--- src/rtl/snd_i2s_receiver.sv ---
// snd_i2s_receiver: I2S capture path for the sound IP.
// Deserialises left/right samples on SND_BCLK, packs one frame into a
// 32-bit {left, right} word and pushes it into the capture FIFO under
// the same COMMAND encoding as the playback path.
module snd_i2s_receiver #(
  parameter int SAMPLE_BITS = 16,
  parameter int WCNT_W      = 29
) (
  input  logic              SND_BCLK,
  input  logic              MRST,
  input  logic              SND_LRCLK,
  input  logic              SND_DIN,
  input  logic [1:0]        COMMAND,
  input  logic [WCNT_W-1:0] DATASIZE,
  input  logic              FIFOFULL,
  output logic              FIFOWR,
  output logic [31:0]       FIFODIN,
  output logic              FIFORST,
  output logic              BUSY,
  output logic [WCNT_W-1:0] WRCNT,
  output logic              OVERFLOW,
  output logic              FRAMEERR
);

  localparam logic [2:0] ST_IDLE    = 3'd0;
  localparam logic [2:0] ST_SYNC    = 3'd1;
  localparam logic [2:0] ST_CAPTURE = 3'd2;
  localparam logic [2:0] ST_PAUSED  = 3'd3;
  localparam logic [2:0] ST_RESET1  = 3'd4;
  localparam logic [2:0] ST_RESET2  = 3'd5;
  localparam logic [2:0] ST_RESET3  = 3'd6;

  localparam logic [1:0] CMD_START = 2'b01;
  localparam logic [1:0] CMD_PAUSE = 2'b10;
  localparam logic [1:0] CMD_STOP  = 2'b11;

  // Slot positions inside the 64-BCLK frame (slot 0 = LRCLK fall)
  localparam logic [5:0] SLOT_LEFT_FIRST  = 6'd1;
  localparam logic [5:0] SLOT_LEFT_LAST   = 6'(SAMPLE_BITS);
  localparam logic [5:0] SLOT_RISE        = 6'd32;
  localparam logic [5:0] SLOT_RIGHT_FIRST = 6'd33;
  localparam logic [5:0] SLOT_RIGHT_LAST  = 6'(32 + SAMPLE_BITS);
  localparam logic [5:0] SLOT_ONE         = 6'd1;

  localparam logic [WCNT_W-1:0] CNT_ONE = WCNT_W'(1);

  logic [2:0]             r_state;
  logic                   r_lrQ;
  logic [5:0]             r_slot;
  logic [SAMPLE_BITS-1:0] r_left;
  logic [SAMPLE_BITS-1:0] r_right;
  logic                   r_wrPend;
  logic [31:0]            r_fifoDin;
  logic                   r_fifoRst;
  logic [WCNT_W-1:0]      r_wrCnt;
  logic                   r_overflow;
  logic                   r_frameErr;

  logic                   w_fall;
  logic                   w_rise;
  logic                   w_badEdge;
  logic                   w_inLeft;
  logic                   w_inRight;
  logic                   w_fifoWr;
  logic                   w_lastWrite;
  logic                   w_enterReset;
  logic                   w_startNew;
  logic [WCNT_W-1:0]      w_cntNext;
  logic [SAMPLE_BITS:0]   w_leftExt;
  logic [SAMPLE_BITS:0]   w_rightExt;
  logic [SAMPLE_BITS-1:0] w_leftNext;
  logic [SAMPLE_BITS-1:0] w_rightNext;
  logic [31:0]            w_packed;

  // Maps a captured channel onto 16 bits: keep the MSBs, zero-pad low.
  function automatic logic [15:0] packHalf(input logic [SAMPLE_BITS-1:0] v);
    logic [SAMPLE_BITS+15:0] t;
    t = {v, 16'h0000};
    return t[SAMPLE_BITS+15 -: 16];
  endfunction

  assign w_fall    = r_lrQ & ~SND_LRCLK;
  assign w_rise    = ~r_lrQ & SND_LRCLK;
  assign w_badEdge = (w_fall && (r_slot != 6'd0)) || (w_rise && (r_slot != SLOT_RISE));

  assign w_inLeft  = (r_slot >= SLOT_LEFT_FIRST) && (r_slot <= SLOT_LEFT_LAST);
  assign w_inRight = (r_slot >= SLOT_RIGHT_FIRST) && (r_slot <= SLOT_RIGHT_LAST);

  assign w_leftExt   = {r_left, SND_DIN};
  assign w_rightExt  = {r_right, SND_DIN};
  assign w_leftNext  = w_leftExt[SAMPLE_BITS-1:0];
  assign w_rightNext = w_rightExt[SAMPLE_BITS-1:0];
  assign w_packed    = {packHalf(r_left), packHalf(w_rightNext)};

  assign w_fifoWr    = r_wrPend & ~FIFOFULL;
  assign w_cntNext   = r_wrCnt + CNT_ONE;
  assign w_lastWrite = w_fifoWr && (DATASIZE != '0) && (w_cntNext == DATASIZE);

  assign w_enterReset = ((r_state == ST_SYNC) || (r_state == ST_CAPTURE) ||
                         (r_state == ST_PAUSED)) && (COMMAND == CMD_STOP);
  assign w_startNew   = (r_state == ST_IDLE) && (COMMAND == CMD_START);

  assign FIFOWR   = w_fifoWr;
  assign FIFODIN  = r_fifoDin;
  assign FIFORST  = r_fifoRst;
  assign BUSY     = (r_state == ST_SYNC) || (r_state == ST_CAPTURE);
  assign WRCNT    = r_wrCnt;
  assign OVERFLOW = r_overflow;
  assign FRAMEERR = r_frameErr;

  // Previous LRCLK level, used only for edge detection
  always_ff @(posedge SND_BCLK) begin
    r_lrQ <= SND_LRCLK;
  end

  // Capture FSM: slot tracking, channel shifting and word assembly
  always_ff @(posedge SND_BCLK) begin
    if (MRST) begin
      r_state   <= ST_IDLE;
      r_slot    <= '0;
      r_left    <= '0;
      r_right   <= '0;
      r_wrPend  <= 1'b0;
      r_fifoDin <= '0;
    end else begin
      r_wrPend <= 1'b0;
      case (r_state)
        ST_IDLE: begin
          if (COMMAND == CMD_START) r_state <= ST_SYNC;
        end
        ST_SYNC: begin
          if (COMMAND == CMD_STOP) begin
            r_state <= ST_RESET1;
          end else if (COMMAND == CMD_PAUSE) begin
            r_state <= ST_PAUSED;
          end else if (w_fall) begin
            r_state <= ST_CAPTURE;
            r_slot  <= SLOT_ONE;
          end
        end
        ST_CAPTURE: begin
          if (COMMAND == CMD_STOP) begin
            r_state <= ST_RESET1;
          end else if (COMMAND == CMD_PAUSE) begin
            r_state <= ST_PAUSED;
          end else if (w_badEdge) begin
            if (w_fall) begin
              r_slot <= SLOT_ONE;
            end else begin
              r_state <= ST_SYNC;
            end
          end else if (w_lastWrite) begin
            r_state <= ST_IDLE;
          end else begin
            r_slot <= r_slot + SLOT_ONE;
            if (w_inLeft)  r_left  <= w_leftNext;
            if (w_inRight) r_right <= w_rightNext;
            if (r_slot == SLOT_RIGHT_LAST) begin
              r_wrPend  <= 1'b1;
              r_fifoDin <= w_packed;
            end
          end
        end
        ST_PAUSED: begin
          if (COMMAND == CMD_STOP) begin
            r_state <= ST_RESET1;
          end else if (COMMAND == CMD_START) begin
            r_state <= ST_SYNC;
          end
        end
        ST_RESET1: r_state <= ST_RESET2;
        ST_RESET2: r_state <= ST_RESET3;
        ST_RESET3: r_state <= ST_IDLE;
        default:   r_state <= ST_IDLE;
      endcase
    end
  end

  // Word counter and sticky error flags, cleared on start / stop
  always_ff @(posedge SND_BCLK) begin
    if (MRST || w_enterReset) begin
      r_wrCnt    <= '0;
      r_overflow <= 1'b0;
      r_frameErr <= 1'b0;
    end else begin
      if (w_startNew) begin
        r_wrCnt <= '0;
      end else if (w_fifoWr) begin
        r_wrCnt <= w_cntNext;
      end
      if (r_wrPend && FIFOFULL) r_overflow <= 1'b1;
      if ((r_state == ST_CAPTURE) && (COMMAND != CMD_PAUSE) && w_badEdge)
        r_frameErr <= 1'b1;
    end
  end

  // FIFO reset follows master reset and each cycle of the reset sequence
  always_ff @(posedge SND_BCLK) begin
    if (MRST) begin
      r_fifoRst <= 1'b1;
    end else begin
      r_fifoRst <= (r_state == ST_RESET1) || (r_state == ST_RESET2) ||
                   (r_state == ST_RESET3);
    end
  end

endmodule

--- config.mk ---
export PLATFORM = sky130hd
export DESIGN_NAME = snd_i2s_receiver
export DESIGN_NICKNAME = d
export VERILOG_FILES = /design/src/rtl/snd_i2s_receiver.sv
export SDC_FILE = /design/constraint.sdc
export NUM_CORES = 1
export LEC_CHECK = 0
export CAP_MARGIN = 20
export CELL_PAD_IN_SITES_DETAIL_PLACEMENT = 1
export CELL_PAD_IN_SITES_GLOBAL_PLACEMENT = 1
export CORE_MARGIN = 2
export CORE_UTILIZATION = 39
export DETAILED_ROUTE_END_ITERATION = 6
export PLACE_DENSITY_LB_ADDON = 0.25
export SYNTH_ARGS = -nofsm -noshare
export SYNTH_HDL_FRONTEND = slang
export SYNTH_SLANG_ARGS = --single-unit
--- constraint.sdc ---
create_clock -name SND_BCLK -period 3.8 [get_ports SND_BCLK]
set_input_delay 1.14 -clock SND_BCLK [delete_from_list [all_inputs] [get_ports SND_BCLK]]
set_output_delay 1.14 -clock SND_BCLK [all_outputs]
set_load 0.01 [all_outputs]
==> results of run 1 <==
flip-flops by register name (all words and copies together) (netlist names):
signal,count
FIFODIN,32
FIFORST,1
FRAMEERR,1
OVERFLOW,1
WRCNT,29
r_left,16
r_lrQ,1
r_right,15
r_slot,6
r_state,3
r_wrPend,1
cells in the mapped netlist (11+ instances only):
cell type	number	share of area
a31o_1	29	0.045
nand2_1	71	0.047
nand3_1	27	0.024
mux2i_1	34	0.060
nor3_1	14	0.012
xnor2_1	41	0.064
nor4_1	46	0.051
a21oi_1	11	0.0098
buf_2	16	0.014
nor2_1	70	0.047
dfxtp_1	106	0.38
nand4_1	21	0.023
clkbuf_1	29	0.019
xor2_1	30	0.047
metal layers:
metal,vias to the layer above,GRT usage,wire length (um)
li1,2596,-,-
met1,2697,0.296,7940
met2,145,0.381,8500
met3,27,0.0382,840
met4,0,0.0701,281
met5,-,0,0
layout by cell type (no fill, tap or decap), types with 6 or more instances in the layout:
cell type	instances
a31o_1	29
nand2_1	71
clkbuf_16	9
nand4_1	21
dfxtp_1	106
a21oi_1	11
nand2b_1	7
mux2i_1	34
nor2_1	70
clkdlybuf4s50_1	101
a211oi_1	6
o21ai_0	8
nor3_1	14
buf_4	28
inv_1	9
xnor2_1	41
nor4_1	46
xor2_1	30
nand3_1	27
cells by family after synthesis:
logic type               Yosys count  synth area share
adder cells (fa/ha/maj)            4           0.00887
XOR/XNOR                          71             0.110
AND/OR/NAND/NOR                  298             0.273
AO/OA/AOI/OAI                     92             0.125
buffers and inverters             59            0.0435
multiplexers                      35            0.0643
flip-flops                       106             0.376
power by group:
group,internal [mW],switching (mW)
logic,0.0917,0.117
registers,1.11,0.00974
clock network,0.510,0.446
stage by stage:
| step | total power, mW | setup TNS (ps) | hold slack, ps | instance area, um^2 | util |
|---|---|---|---|---|---|
| final | 2.29 | 0 | 479 | 7280 | 0.521 |
| after global routing | 2.37 | 0 | 502 | 7280 | 0.521 |
| after CTS | 2.31 | 0 | 484 | 7280 | 0.520 |
| after detailed placement | 1.36 | -9640 | 467 | 6990 | 0.499 |
| after global placement | 1.35 | -3050 | 457 | 6990 | 0.499 |
| after floorplan | 1.26 | 0 | 444 | 5640 | - |
cell type report:
class | instances | area (um^2) | share of cell area
inverters | 11 | 41.3 | 0.00567
multi-input cells | 500 | 3280 | 0.451
well taps | 180 | 225 | 0.0309
repair buffers | 134 | 1320 | 0.181
clock inverters | 6 | 66.3 | 0.00910
clock buffers | 9 | 225 | 0.0309
flip-flops and latches | 106 | 2120 | 0.291
worst max-delay path: stages:
cell             delay [ps]
clkdlybuf4s50_1         420
nand2b_1                230
buf_4                   180
inv_2                    50
clkdlybuf4s50_1         530
worst max path at each step:
stage / startpoint / slack, ps / cells after the start / to
final: FIFOFULL / 100 / 5 / FIFOWR
after detailed placement: DATASIZE[21] / -270 / 11 / FIFODIN[27]
after CTS: DATASIZE[21] / 100 / 11 / FIFODIN[27]
after global placement: DATASIZE[21] / -120 / 11 / FIFODIN[9]
after floorplan: FIFOFULL / 480 / 10 / FIFODIN[0]
after global routing: FIFOFULL / 70 / 5 / FIFOWR
timing repair:
action	CTS	global route
gates resized for setup	0	2
hold endpoints to repair	0	0
setup endpoints to repair	0	23
==> run_results.csv, run 1 <==
group,metric,value,unit
outcome,status,"finished clean",
placed_design,post-dp-hpwl,12800,um
worst_setup_path,cp.required,2660,ps
die,dieWidth,124,um
synth,synth-seq-area-share,0.376,
synth,syn_inst,665,
clocking,cts_hold_buf,0,
worst_setup_path,crit_type,"in2out",
power,power_density,314,nW/um^2
synth,ys_seq_elements,106,
worst_setup_path,reg2reg_from,"WRCNT[0]",
worst_setup_path,start_kind,"primary input",
sta,final_hold_viol_count,0,
routing,viasPerCell,5.78,
min_path,hold_path_depth,1,
die,rows,43,
power,irDropWorstVdd,0.000223,V
sta,tightest_slew,735,ps
sta,setup_viol,0,
flow_run,max-cap-violations,0,
clocking,cts_buffers,9,
die,core-area,14000,um^2
clocking,cts_setup_buffers,0,
placed_design,io_buffers,101,
layout,nNetsFinal,802,
worst_setup_path,cp-end-kind,"output pin",
routing,drc,0,
grt,first_global_vias,5663,
clocking,cts.htree.levels,3,
routing,ant_nets,0,
placed_design,place_inst,931,
routing,wirelength,17600,um
worst_setup_path,crit_fanout,2,
layout,syn_to_final_growth,29.1,%
die,die_h,124,um
die,dieArea,15500,um^2
min_path,hold_path_class,"reg2reg",
routing,drt_iter0_drc,343,
clocking,clkSlewWorstSetupHoldPaths,70,ps
min_path,hp-start,"FIFODIN[24]",
worst_setup_path,cp_data_arrival_time,2560,ps
placed_design,routabilityCongestion,0.884,
clocking,root_buffer,"clkbuf_16",
synth,synth_fp_nets,705,
synth,synth_area,5640,um^2
synth,syn_avg_cell_area,8.49,um^2
worst_setup_path,rr_endpoint,"FIFODIN[27]",
clocking,clock_latency,370,ps
sta,layout_setup_ws,102,ps
worst_setup_path,reg2regPathDepth,12,
sta,relSlewSlack,0.510,
synth,synth_cell_types,58,
sta,rsz0062_at_grt,"false",
sta,finalCritPeriodShare,0.973,
grt,grt_pass1_wl,29000,um
worst_setup_path,ff2ff_setup_slack,390,ps
grt,antenna_found_initial,0,
routing,wire_per_inst,18.6,um
synth,yosys_warnings,0,
routing,first_pass_iters,5,
grt,globalRouteOverflowTotal,0,
sta,max_clock_freq,270,MHz
clocking,clock-sinks,106,
placed_design,preCtsSetupSlack,-273,ps
layout,drive_above_1_share,0.0927,
clocking,cts_tree,"done",
synth,async_flop_share,0,
die,start_util,0.403,
synth,synth_edf_count,0,
layout,fillers,1645,
power,p_leak,2.40,nW
min_path,holdPathEnd,"FIFODIN[24]",
clocking,cts_buffer_depth,2,
layout,diodes,0,
die,ios,102,
sta,drv_slew,0,
grt,grtUsageTotal,0.226,
grt,grt_max_degree,66,
synth,ys.flop_type,"dfxtp_1",
sta,fin_crit,3700,ps
layout,stdcell_count,946,
routing,vias,5465,
sta,clock-skew-final,14.3,ps
No activity file was read; power rests on OpenSTA's default activity.
==> run 2, diff against run 1 <==
--- a/config.mk
+++ b/config.mk
@@ -9,7 +9,8 @@
 export CELL_PAD_IN_SITES_DETAIL_PLACEMENT = 1
 export CELL_PAD_IN_SITES_GLOBAL_PLACEMENT = 1
 export CORE_MARGIN = 2
-export CORE_UTILIZATION = 39
+export CORE_UTILIZATION = 41
+export CTS_BUF_LIST = sky130_fd_sc_hd__clkbuf_8
 export DETAILED_ROUTE_END_ITERATION = 6
 export PLACE_DENSITY_LB_ADDON = 0.25
 export SYNTH_ARGS = -nofsm -noshare
==> run 2 against run 1 <==
  * Sequential power about the same
  * Fmax down 0.17%
  * Via count down 3.1%
  * Final area down 2.4%
  * Final cell count down 1.2%
  * Flip-flop and latch count unchanged
  * Wire length down 4.2%
  * Hold slack better by 5.0 ps
  * Clock-buffer cell count unchanged
  * Die area down 4.7%
  * Critical endpoint unchanged
  * Largest cell class unchanged
==> run_results.csv, run 2 (same netlist as run 1, synthesis figures left out) <==
group,metric,value,unit
worst_setup_path,crit_type,"in2out",
die,start_util,0.423,
placed_design,routabilityCongestion,0.880,
clocking,cts_resized,0,
routing,vias,5298,
power,irDropWorstVdd,0.000154,V
sta,clock-skew-final,16.5,ps
worst_setup_path,crit_fanout,3,
layout,mostFrequentLayoutCell,"dfxtp_1",
grt,grt_pass1_wl,27600,um
sta,finalCritPeriodShare,0.975,
sta,fin_crit,3700,ps
worst_setup_path,crit_path_frequent_cell,"clkdlybuf4s50_1",
placed_design,place_inst,919,
layout,layout_common_cells,"106 x dfxtp_1, 101 x clkdlybuf4s50_1, 71 x nand2_1",
sta,setup_viol,0,
clocking,clkSlewWorstSetupHoldPaths,110,ps
die,dieArea,14700,um^2
power,power_density,292,nW/um^2
sta,final_hold_viol_count,0,
sta,tightest_slew,689,ps
worst_setup_path,start_kind,"primary input",
placed_design,io_buffers,101,
clocking,root_buffer,"clkbuf_8",
flow_run,max-cap-violations,0,
routing,viasPerCell,5.67,
power,total_power,2.08,mW
min_path,hold_path_class,"reg2reg",
die,die_h,121,um
sta,hold_ws,484,ps
power,p_sw,0.556,mW
die,ios,102,
routing,drt_iter0_drc,346,
worst_setup_path,cp-end-kind,"output pin",
placed_design,preCtsSetupSlack,-236,ps
worst_setup_path,reg2reg_from,"WRCNT[0]",
placed_design,post-dp-hpwl,12500,um
grt,first_global_vias,5472,
power,seqPwrFrac,0.541,
clocking,cts.htree.levels,3,
layout,drive_above_1_share,0.0843,
min_path,holdPathEnd,"FIFODIN[1]",
die,dieWidth,121,um
grt,grt_max_degree,64,
grt,grtUsageTotal,0.234,
sta,max_clock_freq,270,MHz
power,p_int,1.52,mW
power,combinationalPowerShare,0.099,
worst_setup_path,worstPathCellList,"clkdlybuf4s50_1 > nand2b_1 > buf_4 > inv_2 > clkdlybuf4s50_1",
layout,diodes,0,
clocking,cts_tree,"done",
routing,wire_per_inst,18.0,um
die,rows,42,
clocking,clock-sinks,106,
clocking,cts_buffer_depth,2,
worst_setup_path,ff2ff_setup_slack,370,ps
grt,antenna_found_initial,0,
clocking,cts_hold_buf,0,
worst_setup_path,max_stage_delay,530,ps
die,core-area,13300,um^2
outcome,status,"finished clean",
routing,wirelength,16800,um
placed_design,placed_area,6900,um^2
sta,layout_setup_ws,95.6,ps
clocking,cts_setup_buffers,0,
clocking,clock_latency,380,ps
min_path,hold_path_depth,1,
worst_setup_path,reg2regPathDepth,11,
sta,relSlewSlack,0.541,
power,swShare,0.268,
min_path,hp-start,"FIFODIN[1]",
routing,ant_nets,0,
power,power_frac_clock,0.359,
sta,final.setup.tns,0,ps
layout,fin_util,0.533,
layout,final_cell_area,7110,um^2
layout,syn_to_final_growth,25.9,%
layout,fillers,1596,
layout,stdcell_count,935,
routing,first_pass_iters,4,
clocking,cts_buffers,9,
grt,globalRouteOverflowTotal,0,
sta,rsz0062_at_grt,"false",
worst_setup_path,rr_endpoint,"r_right[2]",
power,p_leak,2.31,nW
worst_setup_path,cp.required,2660,ps
routing,drc,0,
layout,largest_reg_flops,32,
sta,drv_slew,0,
worst_setup_path,cp_data_arrival_time,2560,ps
layout,nNetsFinal,794,
worst_setup_path,cp_slowest_cell,"clkdlybuf4s50_1",
run 2: final cells by class:
class,instances,area (um^2),area share
Clock buffer,9,124,0.0174
Clock inverter,7,81.3,0.0114
Inverter,11,41.3,0.00581
Multi-Input combinational cell,500,3280,0.462
Sequential cell,106,2120,0.299
Tap cell,176,220,0.0310
Timing Repair Buffer,126,1240,0.174
run 2: power groups by stage:
stage | registers [mW] | logic [mW] | clock network [mW]
CTS | 1.13 | 0.206 | 0.767
floorplan | 1.15 | 0.116 | 0
global placement | 1.15 | 0.201 | 0
detailed placement | 1.15 | 0.204 | 0
global route | 1.13 | 0.225 | 0.806
finish | 1.13 | 0.206 | 0.747
run 2: worst max-delay path, delay by kind of cell:
family | cells | cell delay (ps)
buffers and inverters | 4 | 1190
AND/OR/NAND/NOR | 1 | 230
run 2: how the worst max path moves through the flow:
stage / start / to / slack, ps / depth (start not counted)
after floorplan: FIFOFULL / FIFODIN[0] / 480 / 10
after global placement: DATASIZE[21] / r_left[11] / -110 / 11
after detailed placement: DATASIZE[21] / r_right[11] / -240 / 11
after CTS: FIFOFULL / FIFOWR / 100 / 5
after global routing: FIFOFULL / FIFOWR / 40 / 5
final: FIFOFULL / FIFOWR / 100 / 5
run 2: routing by layer:
layer / part of all wire / track usage
met1: 0.45 / 0.300
met2: 0.49 / 0.403
met3: 0.039 / 0.0324
met4: 0.019 / 0.0761
met5: 0 / 0
